===== src/rtl/fir_mac_seq.sv =====
// Sequential multi-channel FIR multiply-accumulate engine.
// One coefficient is shared by all channels each cycle. Coefficients come
// from an external ROM with one cycle of read latency. Each finished run is
// rounded, optionally saturated, and presented on out_data with an out_vld
// pulse.
module fir_mac_seq #(
  parameter int NUM_TAPS = 1021,
  parameter int NUM_CH   = 2,
  parameter int DATA_W   = 16,
  parameter int COEF_W   = 16,
  parameter int ACC_W    = 40,
  parameter int SAT_EN   = 1
) (
  input  logic                       clk,
  input  logic                       rst_n,
  input  logic                       sequencing,
  input  logic [NUM_CH*DATA_W-1:0]   smpl_in,
  input  logic [COEF_W-1:0]          coef,
  output logic [$clog2(NUM_TAPS)-1:0] coef_addr,
  output logic [NUM_CH*DATA_W-1:0]   out_data,
  output logic                       out_vld,
  output logic                       busy,
  output logic                       abort
);

  localparam int AW = $clog2(NUM_TAPS);
  localparam int PW = DATA_W + COEF_W;

  // Rounding constant 2^(COEF_W-2) and output clamp limits, all ACC_W wide.
  localparam logic signed [ACC_W-1:0] RND =
    {{(ACC_W-COEF_W+1){1'b0}}, 1'b1, {(COEF_W-2){1'b0}}};
  localparam logic signed [ACC_W-1:0] RMAX =
    {{(ACC_W-DATA_W+1){1'b0}}, {(DATA_W-1){1'b1}}};
  localparam logic signed [ACC_W-1:0] RMIN =
    {{(ACC_W-DATA_W+1){1'b1}}, {(DATA_W-1){1'b0}}};

  typedef enum logic [1:0] {
    IDLE = 2'd0,
    RUN  = 2'd1,
    DONE = 2'd2,
    WAIT = 2'd3
  } state_t;

  state_t                     state_q;
  logic signed [ACC_W-1:0]    acc_q   [NUM_CH];
  logic [AW-1:0]              tap_q;
  logic [AW-1:0]              addr_q;
  logic [NUM_CH*DATA_W-1:0]   data_q;
  logic                       vld_q;
  logic                       busy_q;
  logic                       abort_q;

  logic signed [PW-1:0]       prod    [NUM_CH];
  logic signed [ACC_W-1:0]    acc_d   [NUM_CH];
  logic signed [ACC_W-1:0]    rnd     [NUM_CH];
  logic signed [ACC_W-1:0]    shf     [NUM_CH];
  logic [NUM_CH*DATA_W-1:0]   data_d;

  // Per-channel product, running sum and rounded/clamped result of that sum.
  always_comb begin
    data_d = '0;
    for (int unsigned c = 0; c < NUM_CH; c++) begin
      prod[c]  = PW'($signed(smpl_in[c*DATA_W +: DATA_W])) * PW'($signed(coef));
      acc_d[c] = acc_q[c] + ACC_W'(prod[c]);
      rnd[c]   = acc_d[c] + RND;
      shf[c]   = rnd[c] >>> (COEF_W-1);
      if (SAT_EN != 0 && shf[c] > RMAX) begin
        data_d[c*DATA_W +: DATA_W] = RMAX[DATA_W-1:0];
      end else if (SAT_EN != 0 && shf[c] < RMIN) begin
        data_d[c*DATA_W +: DATA_W] = RMIN[DATA_W-1:0];
      end else begin
        data_d[c*DATA_W +: DATA_W] = shf[c][DATA_W-1:0];
      end
    end
  end

  // Control FSM with registered outputs; accumulators and result register.
  always_ff @(posedge clk) begin
    if (!rst_n) begin
      state_q <= IDLE;
      for (int unsigned c = 0; c < NUM_CH; c++) acc_q[c] <= '0;
      tap_q   <= '0;
      addr_q  <= '0;
      data_q  <= '0;
      vld_q   <= 1'b0;
      busy_q  <= 1'b0;
      abort_q <= 1'b0;
    end else begin
      vld_q   <= 1'b0;
      abort_q <= 1'b0;
      case (state_q)
        IDLE: begin
          if (sequencing) begin
            state_q <= RUN;
            for (int unsigned c = 0; c < NUM_CH; c++) acc_q[c] <= '0;
            tap_q   <= '0;
            addr_q  <= AW'(1);
            busy_q  <= 1'b1;
          end
        end
        RUN: begin
          if (!sequencing) begin
            state_q <= IDLE;
            tap_q   <= '0;
            addr_q  <= '0;
            busy_q  <= 1'b0;
            abort_q <= 1'b1;
          end else if (tap_q == AW'(NUM_TAPS-1)) begin
            // Final tap: the result is taken from the sum including this product.
            state_q <= DONE;
            for (int unsigned c = 0; c < NUM_CH; c++) acc_q[c] <= acc_d[c];
            tap_q   <= '0;
            addr_q  <= '0;
            data_q  <= data_d;
            vld_q   <= 1'b1;
            busy_q  <= 1'b0;
          end else begin
            for (int unsigned c = 0; c < NUM_CH; c++) acc_q[c] <= acc_d[c];
            tap_q   <= tap_q + AW'(1);
            if (addr_q != AW'(NUM_TAPS-1)) addr_q <= addr_q + AW'(1);
          end
        end
        DONE: begin
          state_q <= sequencing ? WAIT : IDLE;
        end
        WAIT: begin
          if (!sequencing) state_q <= IDLE;
        end
        default: state_q <= IDLE;
      endcase
    end
  end

  assign coef_addr = addr_q;
  assign out_data  = data_q;
  assign out_vld   = vld_q;
  assign busy      = busy_q;
  assign abort     = abort_q;

endmodule


===== config.mk =====
export PLATFORM = sky130hd
export DESIGN_NAME = fir_mac_seq
export DESIGN_NICKNAME = d
export VERILOG_FILES = /design/src/rtl/fir_mac_seq.sv
export SDC_FILE = /design/constraint.sdc
export NUM_CORES = 2
export LEC_CHECK = 0
export CAP_MARGIN = 30
export CORE_MARGIN = 3
export CORE_UTILIZATION = 60
export CTS_CLUSTER_DIAMETER = 80
export DETAILED_ROUTE_END_ITERATION = 8
export PLACE_DENSITY = 0.83
export SLEW_MARGIN = 30
export SYNTH_ARGS = -nofsm -noshare
export SYNTH_HDL_FRONTEND = slang
export SYNTH_SLANG_ARGS = --single-unit

===== constraint.sdc =====
create_clock -name clk -period 13.6 [get_ports clk]
set_input_delay 2.72 -clock clk [delete_from_list [all_inputs] [get_ports clk]]
set_output_delay 2.72 -clock clk [all_outputs]
set_load 0.02 [all_outputs]

# --- Yosys cells after proc, flatten, opt, wreduce, memory -nomap -nowiden ---
# Memories as Yosys holds them, arrays and structs flattened.
# Cells that the tools add are included.
word_totals:
  regBits: 57
  mem_bits_rw: 80
  input_bits: 51
  output_inout_bits: 45
  elab_cells: 88
  n_memories: 1
memory_table:
  columns: ["memory", "words", "word_bits", "rd", "rd_clocked_by_memory_dff", "write_ports", "line_no", "source"]
  rows:
  - ["acc_q", 2, 40, 2, 0, 2, "45", "logic signed [ACC_W-1:0] acc_q [NUM_CH];"]
op_classes:
  n_addsub: 6
  n_mul: 2
  magnitude_cmp: 4
  n_eq_ne: 9
  n_mux: 45
  bitwise: 6
  reduce_logical: 8
ops:
  columns: ["cell", "count"]
  rows:
  - ["$mux W40", 6]
  - ["$add A40 B16 Y40 const B", 2]
  - ["$add A40 B32 Y40", 2]
  - ["$mux W10", 7]
  - ["$mul A16 B16 Y32", 2]
  - ["$mux W16", 4]
  - ["$gt A25 B16 Y1 const B", 2]
  - ["$lt A25 B16 Y1 const B", 2]
  - ["$pmux W10 S2", 2]
  - ["$add A10 B1 Y10 const B", 2]
  - ["$mux W1", 19]
  - ["$reduce_and A3 Y1", 4]
  - ["$eq A10 B10 Y1 const B", 1]
  - ["$mux W2", 5]
  - ["$ne A10 B10 Y1 const B", 1]
  - ["$pmux W2 S4", 1]
  - ["$or A1 B1 Y1", 6]
  - ["$eq A2 B2 Y1 const B", 2]
  - ["$ne A2 B2 Y1 const B", 2]
  - ["$ne A4 B4 Y1 const B", 1]
  - ["$reduce_and A2 Y1", 2]
  - ["$ne A3 B3 Y1 const B", 1]
  - ["$eq A2 B1 Y1 const B", 1]
  - ["$logic_not A2 Y1", 1]
  - ["2 further kinds", 2]

# --- Depth between registers and ports, before layout ---
logic_depth:
  ltp_word: 8
  mapped_depth: 31
  depth_no_buf: 28

# --- Least setup slack after synthesis ---
# Ideal clock, no wire load.
synth_timing:
  path_type: "in2reg"
  startpoint: "input port smpl_in[31]"
  endpoint: "register data_q[19] (netlist: out_data[19])"
  setup_time_ns: 0.061
  arrival_time_ns: 10.295
  t_required_ns: 13.539
  path_slack_ns: 3.244
  cell_stages: 28
  path_buffers: 3
  cell_sequence: "clkbuf_1 > nand2_1 > inv_1 > fa_1 > fa_1 > inv_1 > fa_1 > fa_1 > inv_1 > fa_1 > inv_1 > fa_1 > inv_1 > ha_1 > clkbuf_1 > and3_1 > nand3_1 > a2111oi_0 > nor2_1 > a211oi_1 > nor2_1 > nand3b_1 > nor2_1 > o32a_1 > or4b_4 > a21oi_4 > buf_6 > a221o_1"
synth_between:
  elab_chain_cells: 6
  elab_cells_between_ends: 7
  classes_between: "add/sub: 2; mul: 1; order compare: 2; mux: 2"
synth_lines:
  columns: ["element", "line_no", "source"]
  rows:
  - ["start, declared", "17", "input logic [NUM_CH*DATA_W-1:0] smpl_in,"]
  - ["$mul A16 B16 Y32 (*)", "63", "prod[c] = PW'($signed(smpl_in[c*DATA_W +: DATA_W])) * PW'($signed(coef));"]
  - ["$add A40 B32 Y40 (*)", "64", "acc_d[c] = acc_q[c] + ACC_W'(prod[c]);"]
  - ["$add A40 B16 Y40 (*)", "65", "rnd[c] = acc_d[c] + RND;"]
  - ["$lt A25 B16 Y1", "69", "end else if (SAT_EN != 0 && shf[c] < RMIN) begin"]
  - ["$mux W16", "69", null]
  - ["$mux W16 (*)", "67", "if (SAT_EN != 0 && shf[c] > RMAX) begin"]
  - ["end signal, assigned", "114", "data_q <= data_d;"]
  - ["end, declared", "48", "logic [NUM_CH*DATA_W-1:0] data_q;"]
# Every way passes the cells marked *; elsewhere a longest branch is shown, timed or not.
# A chain may end at the register's enable or synchronous reset.

# --- Worst setup path after layout ---
layout_timing:
  startpoint: "input port coef[1]"
  endpoint: "register data_q[16] (netlist: out_data[16])"
layout_between:
  elab_chain_cells: 6
  elab_cells_between_ends: 7
  classes_between: "add/sub: 2; mul: 1; order compare: 2; mux: 2"
layout_lines:
  columns: ["element", "line_no", "source"]
  rows:
  - ["start, declared", "18", "input logic [COEF_W-1:0] coef,"]
  - ["$mul A16 B16 Y32 (*)", "63", null]
  - ["$add A40 B32 Y40 (*)", "64", null]
  - ["$add A40 B16 Y40 (*)", "65", null]
  - ["$lt A25 B16 Y1", "69", null]
  - ["$mux W16", "69", null]
  - ["$mux W16 (*)", "67", null]
# Marked as above.

==> metrics.txt <==
# TYPE chip_impl_metric gauge
chip_impl_metric{name="drive_above_1_share",unit="%"} 2.726
chip_impl_info{name="result_of_the_run",value="finished clean"} 1
chip_impl_metric{name="rows",unit=""} 83
chip_impl_metric{name="post_synth_num_cell_types",unit=""} 84
chip_impl_metric{name="synthesis.area_per_instance",unit="um2"} 9.324
chip_impl_metric{name="firstDrtPassIters",unit=""} 7
chip_impl_info{name="mostFrequentLayoutCell",value="sky130_fd_sc_hd__inv_1"} 1
chip_impl_metric{name="ys_async_sr_fraction",unit="%"} 0
chip_impl_metric{name="synth-seq-area-share",unit="%"} 11.23
chip_impl_metric{name="gr-usage-all-layers",unit="%"} 28.40
chip_impl_metric{name="synthToLayoutAreaGrowth",unit="%"} 6.694
chip_impl_metric{name="synthesis.area",unit="um2"} 31550
chip_impl_metric{name="multiInputGateArea",unit="um2"} 24820
chip_impl_metric{name="post_cts_resize_count",unit=""} 0
chip_impl_metric{name="port-buffer-count",unit=""} 95
chip_impl_metric{name="arrival_time_of_the_worst_setup_path",unit="ns"} 12.22
chip_impl_metric{name="grt_pass1_wl",unit="um"} 126700
chip_impl_metric{name="number_of_buffers_added_by_the_clock_tree_synthesis_step",unit=""} 17
chip_impl_info{name="critical_path.endpoint_type",value="flop"} 1
chip_impl_metric{name="max_slew_margin",unit="%"} 39.07
chip_impl_metric{name="drt_first_iter_violations",unit=""} 1908
chip_impl_metric{name="maxClockFrequency",unit="GHz"} 0.08474
chip_impl_metric{name="postLayoutCellArea",unit="um2"} 33660
chip_impl_metric{name="final.min_clock_period",unit="ns"} 11.80
chip_impl_metric{name="core_area",unit="um2"} 51720
chip_impl_metric{name="setup_violations",unit=""} 0
chip_impl_metric{name="synth_enable_flop_cells",unit=""} 80
chip_impl_metric{name="hold_viol_final",unit=""} 0
chip_impl_metric{name="fp.dieArea",unit="um2"} 55380
chip_impl_info{name="setup.worst_path.start_class",value="input pin"} 1
chip_impl_metric{name="clk_path_buf_depth",unit=""} 2
chip_impl_metric{name="syn_inst",unit=""} 3384
chip_impl_metric{name="final_util",unit="%"} 65.09
chip_impl_metric{name="cts.htree.levels",unit=""} 4
chip_impl_metric{name="post-route-worst-setup-slack",unit="ns"} 1.799
chip_impl_metric{name="clock_sink_count",unit=""} 137
chip_impl_info{name="hold_path.class",value="reg -> reg"} 1
chip_impl_metric{name="vias",unit=""} 23736
chip_impl_metric{name="nFillCells",unit=""} 4049
chip_impl_metric{name="mappedNetlistNets",unit=""} 4331
chip_impl_metric{name="grt_overflow",unit=""} 0
chip_impl_info{name="final_cell_mix",value="sky130_fd_sc_hd__inv_1 (719), sky130_fd_sc_hd__fa_1 (660), sky130_fd_sc_hd__nand2_1 (362)"} 1
chip_impl_metric{name="synth-warning-count",unit=""} 0
chip_impl_metric{name="path_clk_slew",unit="ns"} 0.07
chip_impl_metric{name="via_per_inst",unit=""} 5.801
chip_impl_metric{name="slew_viol_final",unit=""} 0
chip_impl_metric{name="critical_path_required",unit="ns"} 14.01
chip_impl_metric{name="die_height",unit="um"} 235.3
chip_impl_metric{name="post_cts_hold_buffers",unit=""} 0
chip_impl_info{name="cts_tree",value="yes"} 1
chip_impl_info{name="clk_root_buffer_cell",value="sky130_fd_sc_hd__clkbuf_16"} 1
chip_impl_metric{name="maxCapViolCount",unit=""} 0
chip_impl_metric{name="finalSetupTns",unit="ns"} 0
chip_impl_metric{name="antenna_violations_before_repair",unit=""} 2
chip_impl_info{name="unrepaired_setup_endpoints_after_global_routing",value="no"} 1
chip_impl_metric{name="start_util",unit="%"} 61.01
chip_impl_metric{name="dp_worst_setup_slack",unit="ns"} 1.258
chip_impl_metric{name="wl",unit="um"} 75310
chip_impl_metric{name="timing.critical_path.fanout_max",unit=""} 17
chip_impl_metric{name="area.sequential",unit="um2"} 3543
chip_impl_metric{name="postPlaceCellArea",unit="um2"} 33070
chip_impl_metric{name="dp_hpwl",unit="um"} 60970
chip_impl_info{name="synth_top_flop_cell",value="sky130_fd_sc_hd__edfxtp_1"} 1
chip_impl_metric{name="layout_worst_path_cycle_share",unit="%"} 86.77
chip_impl_metric{name="fin_nets",unit=""} 4345
chip_impl_metric{name="die_width",unit="um"} 235.3
chip_impl_metric{name="insertion_delay_to_the_later_sink_of_the_worst_skew_pair",unit="ns"} 0.48
chip_impl_metric{name="worst_clock_skew",unit="ns"} 0.01580
chip_impl_info{name="critPathKind",value="in -> reg"} 1
chip_impl_metric{name="routedWlPerCell",unit="um"} 18.40
chip_impl_metric{name="first_global_vias",unit=""} 25112
chip_impl_metric{name="gpl_wtd_cong",unit=""} 0.9464
chip_impl_metric{name="ios",unit=""} 96
chip_impl_metric{name="postCtsSetupRepairBufs",unit=""} 0
chip_impl_metric{name="number_of_routed_nets_with_antenna_violations",unit=""} 0
chip_impl_metric{name="ffs_latches_synth",unit=""} 137
chip_impl_metric{name="drc_violation_count_after_routing",unit=""} 0
chip_impl_metric{name="grt_start_max_net_pins",unit=""} 55
chip_impl_metric{name="timing_worst_slew_pin_value",unit="ns"} 0.9097
-- cell type report --
cell class | instances | share of cell area, %
Multi-Input combinational cell | 2398 | 73.73
Sequential cell | 137 | 10.53
Inverter | 720 | 8.028
Antenna cell | 1 | 0.007433
Clock buffer | 17 | 1.264
Tap cell | 680 | 2.527
Timing Repair Buffer | 124 | 3.456
Clock inverter | 15 | 0.4646
-- final timing paths --
path	start	cells after the start	slack [ns]	end
worst max-delay path	coef[1]	27	1.80	out_data[16]$_SDFFE_PN0P_
worst min-delay path	out_data[31]$_SDFFE_PN0P_	2	0.50	out_data[31]$_SDFFE_PN0P_
worst max register to register	acc_q[0][48]$_DFFE_PP_	22	5.76	out_data[22]$_SDFFE_PN0P_
worst min register to register	out_data[31]$_SDFFE_PN0P_	2	0.50	out_data[31]$_SDFFE_PN0P_
-- per-stage QoR --
stage / hold slack [ns] / instances
CTS: 0.5042 / 4091
global route: 0.5443 / 4091
floorplan: 0.4716 / 3384
detailed placement: 0.4844 / 4059
finish: 0.5008 / 4092
global placement: 0.4783 / 4059
-- routing by layer --
metal | vias up | share of wire (%) | global-route usage, %
met4 | 2 | 2.9 | 8.481
li1 | 10531 | - | -
met2 | 1026 | 49 | 47.41
met3 | 169 | 8.4 | 5.729
met1 | 12008 | 40 | 37.88
met5 | - | 0.017 | 0
-- critical path: stages --
cell and delay [ns]:
sky130_fd_sc_hd__clkdlybuf4s50_1 0.96, sky130_fd_sc_hd__buf_4 0.35, sky130_fd_sc_hd__nand2_1 0.18, sky130_fd_sc_hd__inv_1 0.16, sky130_fd_sc_hd__fa_1 0.52, sky130_fd_sc_hd__fa_1 0.79
sky130_fd_sc_hd__inv_1 0.20, sky130_fd_sc_hd__fa_1 0.62, sky130_fd_sc_hd__fa_1 0.56, sky130_fd_sc_hd__inv_1 0.06, sky130_fd_sc_hd__fa_1 0.52, sky130_fd_sc_hd__inv_1 0.04
sky130_fd_sc_hd__fa_1 0.49, sky130_fd_sc_hd__inv_1 0.05, sky130_fd_sc_hd__ha_1 0.43, sky130_fd_sc_hd__and3_1 0.25, sky130_fd_sc_hd__nand3_1 0.11, sky130_fd_sc_hd__a2111oi_1 0.64
sky130_fd_sc_hd__nor2_1 0.18, sky130_fd_sc_hd__a211oi_1 0.51, sky130_fd_sc_hd__nor2_1 0.13, sky130_fd_sc_hd__nand3b_1 0.22, sky130_fd_sc_hd__nor2_1 0.07, sky130_fd_sc_hd__o32a_1 0.29
sky130_fd_sc_hd__or4b_4 0.53, sky130_fd_sc_hd__a21oi_4 0.36, sky130_fd_sc_hd__a221o_1 0.22
-- cell families (layout without fill, tap and decap cells) --
| family | Yosys count | count (layout) | synth area share, % |
|---|---|---|---|
| mux | 8 | 8 | 0.2696 |
| flops | 137 | 137 | 11.23 |
| other cells | 0 | 1 | 0 |
| simple gates | 1019 | 1019 | 16.12 |
| compound gates | 358 | 358 | 7.717 |
| fa+ha+maj | 896 | 896 | 51.23 |
| buf+inv | 849 | 876 | 10.18 |
| xor+xnor | 117 | 117 | 3.248 |
-- registers in the layout (all words and copies together) (netlist names) --
name / count
acc_q: 80
busy: 1
abort: 1
coef_addr: 10
out_vld: 1
tap_q: 10
out_data: 32
state_q: 2
-- Yosys cell counts, types with 15 or more instances --
master | count | share of area (%)
sky130_fd_sc_hd__o21a_1 | 17 | 0.40
sky130_fd_sc_hd__and2_1 | 272 | 5.4
sky130_fd_sc_hd__nand3_1 | 35 | 0.56
sky130_fd_sc_hd__a21o_1 | 27 | 0.64
sky130_fd_sc_hd__ha_1 | 236 | 9.4
sky130_fd_sc_hd__a211oi_1 | 15 | 0.36
sky130_fd_sc_hd__o21ai_0 | 72 | 1.1
sky130_fd_sc_hd__nand2b_1 | 22 | 0.44
sky130_fd_sc_hd__o211ai_1 | 16 | 0.38
sky130_fd_sc_hd__fa_1 | 660 | 42
sky130_fd_sc_hd__xor2_1 | 48 | 1.3
sky130_fd_sc_hd__edfxtp_1 | 80 | 7.6
sky130_fd_sc_hd__clkbuf_1 | 116 | 1.4
sky130_fd_sc_hd__and3_1 | 20 | 0.40
sky130_fd_sc_hd__inv_1 | 719 | 8.6
sky130_fd_sc_hd__a221o_1 | 17 | 0.54
sky130_fd_sc_hd__o22ai_1 | 16 | 0.32
sky130_fd_sc_hd__nor4_1 | 16 | 0.32
sky130_fd_sc_hd__nand4_1 | 24 | 0.48
sky130_fd_sc_hd__nand2_1 | 363 | 4.3
sky130_fd_sc_hd__nor3_1 | 41 | 0.65
sky130_fd_sc_hd__nor2_1 | 165 | 2.0
sky130_fd_sc_hd__xnor2_1 | 69 | 1.9
sky130_fd_sc_hd__a21oi_1 | 87 | 1.4
sky130_fd_sc_hd__dfxtp_1 | 57 | 3.6
Power is not shown: default switching activity piles up to over one toggle a cycle in this logic, so the estimate is an artifact.
